`config.mk`:
```
export PLATFORM = sky130hd
export DESIGN_NAME = deserializer
export DESIGN_NICKNAME = d
export VERILOG_FILES = /design/src/rtl/deserializer_pkg.sv /design/src/rtl/deser_shift_reg.sv /design/src/rtl/deserializer.sv
export SDC_FILE = /design/constraint.sdc
export NUM_CORES = 1
export LEC_CHECK = 0
export ABC_AREA = 0
export CELL_PAD_IN_SITES_DETAIL_PLACEMENT = 0
export CELL_PAD_IN_SITES_GLOBAL_PLACEMENT = 1
export CORE_MARGIN = 5
export CORE_UTILIZATION = 30
export CTS_CLUSTER_SIZE = 30
export DETAILED_ROUTE_END_ITERATION = 12
export PLACE_DENSITY = 0.65
export SYNTH_ARGS = -nofsm -noshare
export SYNTH_HDL_FRONTEND = slang
export SYNTH_HIERARCHICAL = 1
export SYNTH_SLANG_ARGS = --single-unit
```
`constraint.sdc`:
```
create_clock -name clock_100k -period 1.5 [get_ports clock_100k]
set_clock_uncertainty 0.05 [all_clocks]
set_input_delay 0.3 -clock clock_100k [delete_from_list [all_inputs] [get_ports clock_100k]]
set_output_delay 0.3 -clock clock_100k [all_outputs]
set_load 0.01 [all_outputs]
```
`src/rtl/deserializer_pkg.sv`:
```
// Shared types and defaults for the serial-to-parallel deserializer.
package deserializer_pkg;

   typedef enum logic {
      RECEIVE = 1'b0,
      HOLD    = 1'b1
   } deser_state_e;

   localparam int DESER_WIDTH_DEFAULT = 8;

endpackage

```
`src/rtl/deser_shift_reg.sv`:
```
// MSB-first shift register with shift enable and synchronous clear (clear wins).
module deser_shift_reg #(
   parameter int WIDTH = 8
) (
   input  logic             clock_100k,
   input  logic             clr,
   input  logic             shift_en,
   input  logic             din,
   output logic [WIDTH-1:0] q
);

   logic [WIDTH-1:0] q_q, q_d;

   always_comb begin
      q_d = q_q;
      if (clr)
         q_d = '0;
      else if (shift_en)
         q_d = {q_q[WIDTH-2:0], din};
   end

   always_ff @(posedge clock_100k)
      q_q <= q_d;

   assign q = q_q;

endmodule

```
`src/rtl/deserializer.sv`:
```
// Collects WIDTH strobed serial bits (MSB first) into a word, then holds it until ack_in.
module deserializer
   import deserializer_pkg::*;
#(
   parameter int WIDTH = DESER_WIDTH_DEFAULT
) (
   input  logic             clock_100k,
   input  logic             reset,
   input  logic             data_in,
   input  logic             write_in,
   input  logic             ack_in,
   output logic [WIDTH-1:0] data_out,
   output logic             data_ready,
   output logic             status_out
);

   localparam int CW = (WIDTH > 1) ? $clog2(WIDTH) : 1;
   localparam logic [CW-1:0] LAST = CW'(WIDTH - 1);

   deser_state_e     state_q, state_d;
   logic [CW-1:0]    bit_cnt_q, bit_cnt_d;
   logic [WIDTH-1:0] data_out_q, data_out_d;
   logic             data_ready_q, data_ready_d;
   logic             status_q, status_d;
   logic             sr_clr, sr_shift;
   logic [WIDTH-1:0] sr_q;

   deser_shift_reg #(.WIDTH(WIDTH)) u_shift (
      .clock_100k (clock_100k),
      .clr        (sr_clr),
      .shift_en   (sr_shift),
      .din        (data_in),
      .q          (sr_q)
   );

   always_comb begin
      state_d      = state_q;
      bit_cnt_d    = bit_cnt_q;
      data_out_d   = data_out_q;
      data_ready_d = data_ready_q;
      status_d     = status_q;
      sr_clr       = 1'b0;
      sr_shift     = 1'b0;
      case (state_q)
         RECEIVE: begin
            if (write_in) begin
               if (bit_cnt_q == LAST) begin
                  // Last bit bypasses the shift register so the word lands on this edge.
                  data_out_d   = {sr_q[WIDTH-2:0], data_in};
                  data_ready_d = 1'b1;
                  status_d     = 1'b1;
                  bit_cnt_d    = '0;
                  sr_clr       = 1'b1;
                  state_d      = HOLD;
               end else begin
                  sr_shift  = 1'b1;
                  bit_cnt_d = bit_cnt_q + 1'b1;
               end
            end
         end
         HOLD: begin
            if (ack_in) begin
               data_ready_d = 1'b0;
               status_d     = 1'b0;
               state_d      = RECEIVE;
            end
         end
         default: state_d = RECEIVE;
      endcase
      if (reset) begin
         state_d      = RECEIVE;
         bit_cnt_d    = '0;
         data_out_d   = '0;
         data_ready_d = 1'b0;
         status_d     = 1'b0;
         sr_clr       = 1'b1;
         sr_shift     = 1'b0;
      end
   end

   always_ff @(posedge clock_100k) begin
      state_q      <= state_d;
      bit_cnt_q    <= bit_cnt_d;
      data_out_q   <= data_out_d;
      data_ready_q <= data_ready_d;
      status_q     <= status_d;
   end

   assign data_out   = data_out_q;
   assign data_ready = data_ready_q;
   assign status_out = status_q;

endmodule

```
# == After elaboration in Yosys (flattened, before gate mapping) ==
# Cells that the tools add are included.
# word_totals
ff_bits,20
in_bits,5
word_cells,29
# op_classes
addsub,1
eq_ne,4
muxes,15
n_bitwise,1
reduce_logical,3
# op_table
cell,n
$mux 1,12
$ne 2x2->1 const B,3
$reduce_and 3->1,2
$pmux 1 s2,2
$add 3x1->3 const B,1
$eq 3x3->1 const B,1
$mux 3,1
$reduce_and 2->1,1
$not 1->1,1

# == Longest topological paths before layout ==
# Gate-level depths: netlist of the first run.
# logic_depth
ltp_word,5
ltp_mapped,6

# == Hierarchy ==
# The synthesis of the first run kept the hierarchy.
# modules_own_cells
mod,n_inst,cells_each,area_per_inst_um2,seq_area_each_um2
deserializer,1,64,540.5,260.2
deser_shift_reg,1,26,285.3,160.2

# == Worst setup path after synthesis of the first run ==
# Ideal clock, no wire load.
# synth_path
path_kind,register -> register
start,register bit_cnt_q[0]
end,register u_shift.q_q[0] (netlist: u_shift/q[0])
setup_time_ps,124
arrival_ps,1316
path_slack_ps,10
stages_incl_launch_ff,7
n_path_buf,1
path_cell_list,dfxtp_1 ha_1 ha_1 nor3_1 buf_6 mux2i_1 nor2_1
# synth_via
elab_chain_len,5
# synth_rtl
item,line,rtl
from (decl),deserializer.sv:21,"logic [CW-1:0] bit_cnt_q, bit_cnt_d;"
from (signal assigned),deserializer.sv:83,bit_cnt_q <= bit_cnt_d;
$eq 3x3->1,deserializer.sv:47,if (bit_cnt_q == LAST) begin
$mux 1,deserializer.sv:47,
$mux 1,deserializer.sv:46,if (write_in) begin
$mux 1,deserializer.sv:44,case (state_q)
$mux 1,deserializer.sv:70,if (reset) begin
via sr_shift,deserializer.sv:25,"logic sr_clr, sr_shift;"
to (signal assigned),deser_shift_reg.sv:23,q_q <= q_d;
to (decl),deser_shift_reg.sv:12,"logic [WIDTH-1:0] q_q, q_d;"
# The timed path passes the listed nets, and every way through them passes these cells.
# A chain may end at the register's enable or synchronous reset.

# == Final worst setup path of the first run ==
# Ends and elaborated chain as after synthesis.

==> metrics.yaml, run 1 <==
status: "complete, no violations"
crit_chain: "ha_4 > ha_4 > nor3_4 > buf_6 > mux2i_1 > nor2_1"
critical_path.endpoint_type: "register"
grt_total_ovfl: 0
track_usage_pct: 9.51
slew_headroom_pct: 82.4
power.ir.vdd_worst_mv: 0.369
tritoncts: "yes"
clk_latency_ns: 0.30
insertedDiodeCount: 0
setup.worst_path.class: "register to register"
postCtsSetupBuffers: 0
critPathTopFamily: "flip-flops"
cp_slowest_stage_delay_ns: 0.36
die_height_um: 61.4
floorplan.initialDensity_pct: 31.7
timing.hold.worst.class: "register to register"
avgRoutedWirePerCell_um: 11.4
min_period_over_period_pct: 95.5
power_density_mw_per_mm2: 842
buffer_ports.inserted: 14
power.combinational.fraction_pct: 7.8
die_area_mm2: 0.00377
die_width_um: 61.4
dr.first_iter.drc_count: 8
worst-path-max-fanout: 7
gp_routability_congestion: 0.704
finalSetupViolCount: 0
grt_pass1_wl_mm: 2.60
first_global_vias: 625
timing.setup.tns_ns: 0
timing_worst_slew_pin_value_ns: 0.263
cellLeakagePower_nw: 0.463
syn_inst: 87
finalHoldViolCount: 0
clk_path_buf_depth: 2
layout_min_cycle_time_ns: 1.43
core_box_area_mm2: 0.00250
final_critical_path_setup_slack_ns: 0.0678
wl_mm: 1.63
final-seq-area_um2: 402
clk_transition_reported_paths_ns: 0.12
pin_count: 15
clock.fmax_mhz: 698
drv_slew: 0
synth_area_um2: 792
p_int_mw: 0.727
worst_path_most_repeated_cell: "sky130_fd_sc_hd__ha_4"
share_clk_of_total_power_pct: 33.3
drv_cap: 0
worstPathBufferInverterCount: 1
synth_fp_nets: 95
sequential_power_share_pct: 58.9
dp_hpwl_mm: 1.13
remaining_drc_errors: 0
timing.critical_path.arrival_ns: 1.58
sinks_on_the_clock_net: 20
route.vias.total: 640
via_per_inst: 4.48
cts_inserted_buffers: 3
critPathLaunchType: "register"
area.growth.synth_to_final_pct: 38.5
core.rowCount: 18
num-fill-cells: 265
total_of_warnings_raised_by_yosys: 6
cts.root.buffer_cell: "sky130_fd_sc_hd__clkbuf_4"
fin_total_pwr_mw: 0.924
ctsHtreeMaxLevel: 1
fin_hold_ws_ns: 0.407
synth.avg_cell_area_um2: 9.10
design.final.nets: 122
drt.antenna.violating_nets: 0
critPathSlowestCell: "sky130_fd_sc_hd__dfxtp_2"
detailedPlace.worstSlack_ns: -0.159
multiInputGateArea_um2: 393
drt-pass1-iter-count: 3
p_sw_share_pct: 21.4
commonest_non_fill_non_tap_cell_in_the_layout: "sky130_fd_sc_hd__nand2_1"
layout-drive-gt1-share_pct: 20.4
mostFrequentLayoutCells: "sky130_fd_sc_hd__nand2_1 (21), sky130_fd_sc_hd__dfxtp_1 (19), sky130_fd_sc_hd__buf_4 (12)"
total_switching_power_mw: 0.198
critPathRequiredTime_ns: 1.64
grt_antenna_before_repair: 0
grt_start_max_net_pins: 14
[timing repair]
item | 4_1_cts | 5_1_grt
cloned | 0 | 0
resized for setup | 12 | 7
setup endpoints to repair | 17 | 7
hold buffers | 0 | 0
pin swaps | 1 | 1
[sequential cells by signal, indices dropped and copies added, names as in the netlist]
signal      count
state_q         1
data_out        8
status_out      1
u_shift/q       7
bit_cnt_q       3
[power by group through the flow]
stage	Sequential, mW	Combinational (mW)	Clock, mW
2_1_floorplan	0.553	0.0325	0
3_3_place_gp	0.554	0.0648	0
3_5_place_dp	0.554	0.0654	0
4_1_cts	0.542	0.0680	0.322
5_1_grt	0.546	0.0797	0.354
6_report	0.545	0.0722	0.307
[final timing paths]
path,start,endpoint,slack [ns],cells past startpoint
max,bit_cnt_q[0],u_shift/q[0],0.07,6
min,data_out[7],data_out[7],0.41,2
max reg2reg,bit_cnt_q[0],u_shift/q[0],0.07,6
min reg2reg,data_out[7],data_out[7],0.41,2
[routing by layer]
metal  track usage (%)  wire (µm)
met2              16.2        804
met4              5.45         13
met3              2.52         68
met1              10.7        741
met5                 0          0
[area by class of cell]
cell class              count  area share [%]
flip-flops and latches     20            36.6
multi-input cells          62            35.8
repair buffers             27            20.9
well taps                  30            3.42
clock buffers               4            3.31
[worst register-to-register path, stage by stage (launching register included)]
cell and delay (ns):
sky130_fd_sc_hd__dfxtp_2 0.36, sky130_fd_sc_hd__ha_4 0.17, sky130_fd_sc_hd__ha_4 0.16, sky130_fd_sc_hd__nor3_4 0.17
sky130_fd_sc_hd__buf_6 0.16, sky130_fd_sc_hd__mux2i_1 0.21, sky130_fd_sc_hd__nor2_1 0.05
[stage by stage]
step	utilization [%]	cells	instance area (µm²)
detailed placement	41.2	139	1030
global placement	41.2	139	1030
finish	43.9	143	1100
CTS	42.5	143	1060
global route	43.9	143	1100
floorplan	-	87	792
No activity file was read; power rests on OpenSTA's default activity.
==> run 2, diff against run 1 <==
--- a/config.mk
+++ b/config.mk
@@ -13,6 +13,7 @@
 export CTS_CLUSTER_SIZE = 30
 export DETAILED_ROUTE_END_ITERATION = 12
 export PLACE_DENSITY = 0.65
+export REMOVE_ABC_BUFFERS = 1
 export SYNTH_ARGS = -nofsm -noshare
 export SYNTH_HDL_FRONTEND = slang
 export SYNTH_HIERARCHICAL = 1
==> metrics.yaml, run 2 (synthesis results as in run 1) <==
min_period_over_period_pct: 95.9
via_per_inst: 4.53
critPathSlowestCell: "sky130_fd_sc_hd__dfxtp_2"
dp_hpwl_mm: 1.19
fin_hold_ws_ns: 0.407
layout.cells.non_filler: 139
share_clk_of_total_power_pct: 28.9
setup.worst_path.class: "register to register"
total_switching_power_mw: 0.187
num-fill-cells: 273
route.vias.total: 629
timing.critical_path.arrival_ns: 1.58
largest_reg_flops: 8
status: "complete, no violations"
grt_pass1_wl_mm: 2.62
grt_antenna_before_repair: 0
sequential_power_share_pct: 63.5
cts.root.buffer_cell: "sky130_fd_sc_hd__clkbuf_4"
p_int_mw: 0.667
mostFrequentLayoutCells: "sky130_fd_sc_hd__nand2_1 (21), sky130_fd_sc_hd__dfxtp_1 (19), sky130_fd_sc_hd__a21oi_1 (11)"
grt_total_ovfl: 0
drt.antenna.violating_nets: 0
grt_start_max_net_pins: 14
worstPathBufferInverterCount: 1
cts_inserted_buffers: 3
insertedDiodeCount: 0
sinks_on_the_clock_net: 20
worst-path-max-fanout: 7
first_global_vias: 584
critPathLaunchType: "register"
power_density_mw_per_mm2: 820
dr.first_iter.drc_count: 10
design.final.nets: 119
clk_latency_ns: 0.29
postLayoutCoreUtil_pct: 41.7
drv_slew: 0
cellLeakagePower_nw: 0.440
ctsHtreeMaxLevel: 1
clk_path_buf_depth: 2
finalSetupViolCount: 0
final-seq-area_um2: 402
critical_path.endpoint_type: "register"
p_sw_share_pct: 21.9
die_width_um: 61.4
clk_transition_reported_paths_ns: 0.11
top_layer_used: "met4"
clock.fmax_mhz: 695
drt-pass1-iter-count: 4
power.combinational.fraction_pct: 7.6
gp_routability_congestion: 0.757
wl_mm: 1.59
fin_total_pwr_mw: 0.855
drv_cap: 0
finalHoldViolCount: 0
crit_chain: "ha_2 > ha_2 > nor3_2 > buf_6 > mux2i_2 > nor2_2"
timing_worst_slew_pin_value_ns: 0.167
power.ir.vdd_worst_mv: 0.365
wl_met3_um: 60
avgRoutedWirePerCell_um: 11.4
detailroute.wirelength.met2_um: 676
critPathTopFamily: "adder cells"
core.rowCount: 18
met1_length_um: 815
cp_slowest_stage_delay_ns: 0.34
die_area_mm2: 0.00377
die_height_um: 61.4
remaining_drc_errors: 0
floorplan.initialDensity_pct: 31.7
commonest_non_fill_non_tap_cell_in_the_layout: "sky130_fd_sc_hd__nand2_1"
grt_setup_unrepaired: "true"
multiInputGateArea_um2: 374
tritoncts: "yes"
track_usage_pct: 9.99
layout_min_cycle_time_ns: 1.44
critPathRequiredTime_ns: 1.64
timing.hold.worst.class: "register to register"
worst_path_most_repeated_cell: "sky130_fd_sc_hd__ha_2"
area.growth.synth_to_final_pct: 31.6
slew_headroom_pct: 88.7
buffer_ports.inserted: 14
placedCellCount: 135
pin_count: 15
timing.setup.tns_ns: 0
layout-drive-gt1-share_pct: 20.2
core_box_area_mm2: 0.00250
==> run 2: worst paths after layout <==
kind,start,endpoint,slack [ns],cells past startpoint
min reg2reg,data_out[1],data_out[1],0.41,2
min,data_out[1],data_out[1],0.41,2
max,bit_cnt_q[0],u_shift/q[6],0.06,6
max reg2reg,bit_cnt_q[0],u_shift/q[6],0.06,6
==> run 2: per-layer routing <==
| layer | track usage, % | vias up |
|---|---|---|
| li1 | - | 330 |
| met1 | 12.4 | 288 |
| met2 | 14.8 | 9 |
| met3 | 2.73 | 2 |
| met4 | 7.27 | 0 |
| met5 | 0 | - |
==> run 2: cell type report <==
cell class                      instances  share of cell area (%)
Clock buffer                            3                    2.16
Multi-Input combinational cell         62                    35.9
Sequential cell                        20                    38.5
Tap cell                               30                    3.60
Timing Repair Buffer                   24                    19.8
==> run 2: power by group through the flow <==
stage,sequential (mW),clock (mW),combinational [mW]
2_1_floorplan,0.553,0,0.0259
3_3_place_gp,0.554,0,0.0603
3_5_place_dp,0.554,0,0.0619
4_1_cts,0.543,0.263,0.0635
5_1_grt,0.544,0.288,0.0713
6_report,0.543,0.247,0.0652
==> run 2: what timing repair did <==
action | CTS | global route
pin swaps | 1 | 0
endpoints found under the setup margin | 20 | 15
resized for setup | 14 | 5
hold buffers | 0 | 0
buffers inserted | 1 | 0
==> run 2: worst reg2reg max path: cells and delay by family, from the launching register on <==
kind	cells	cell delay, ns
multiplexers	1	0.23
flip-flops	1	0.34
adder cells (fa/ha/maj)	2	0.37
buffers and inverters	1	0.17
AND/OR/NAND/NOR	2	0.17
==> run 2: per-stage QoR <==
step           area, µm²  setup WS (ns)
2_1_floorplan        754         -0.467
3_3_place_gp        1000         -0.150
3_5_place_dp        1000         -0.195
4_1_cts             1030        0.00260
5_1_grt             1040        -0.0273
6_report            1040         0.0614
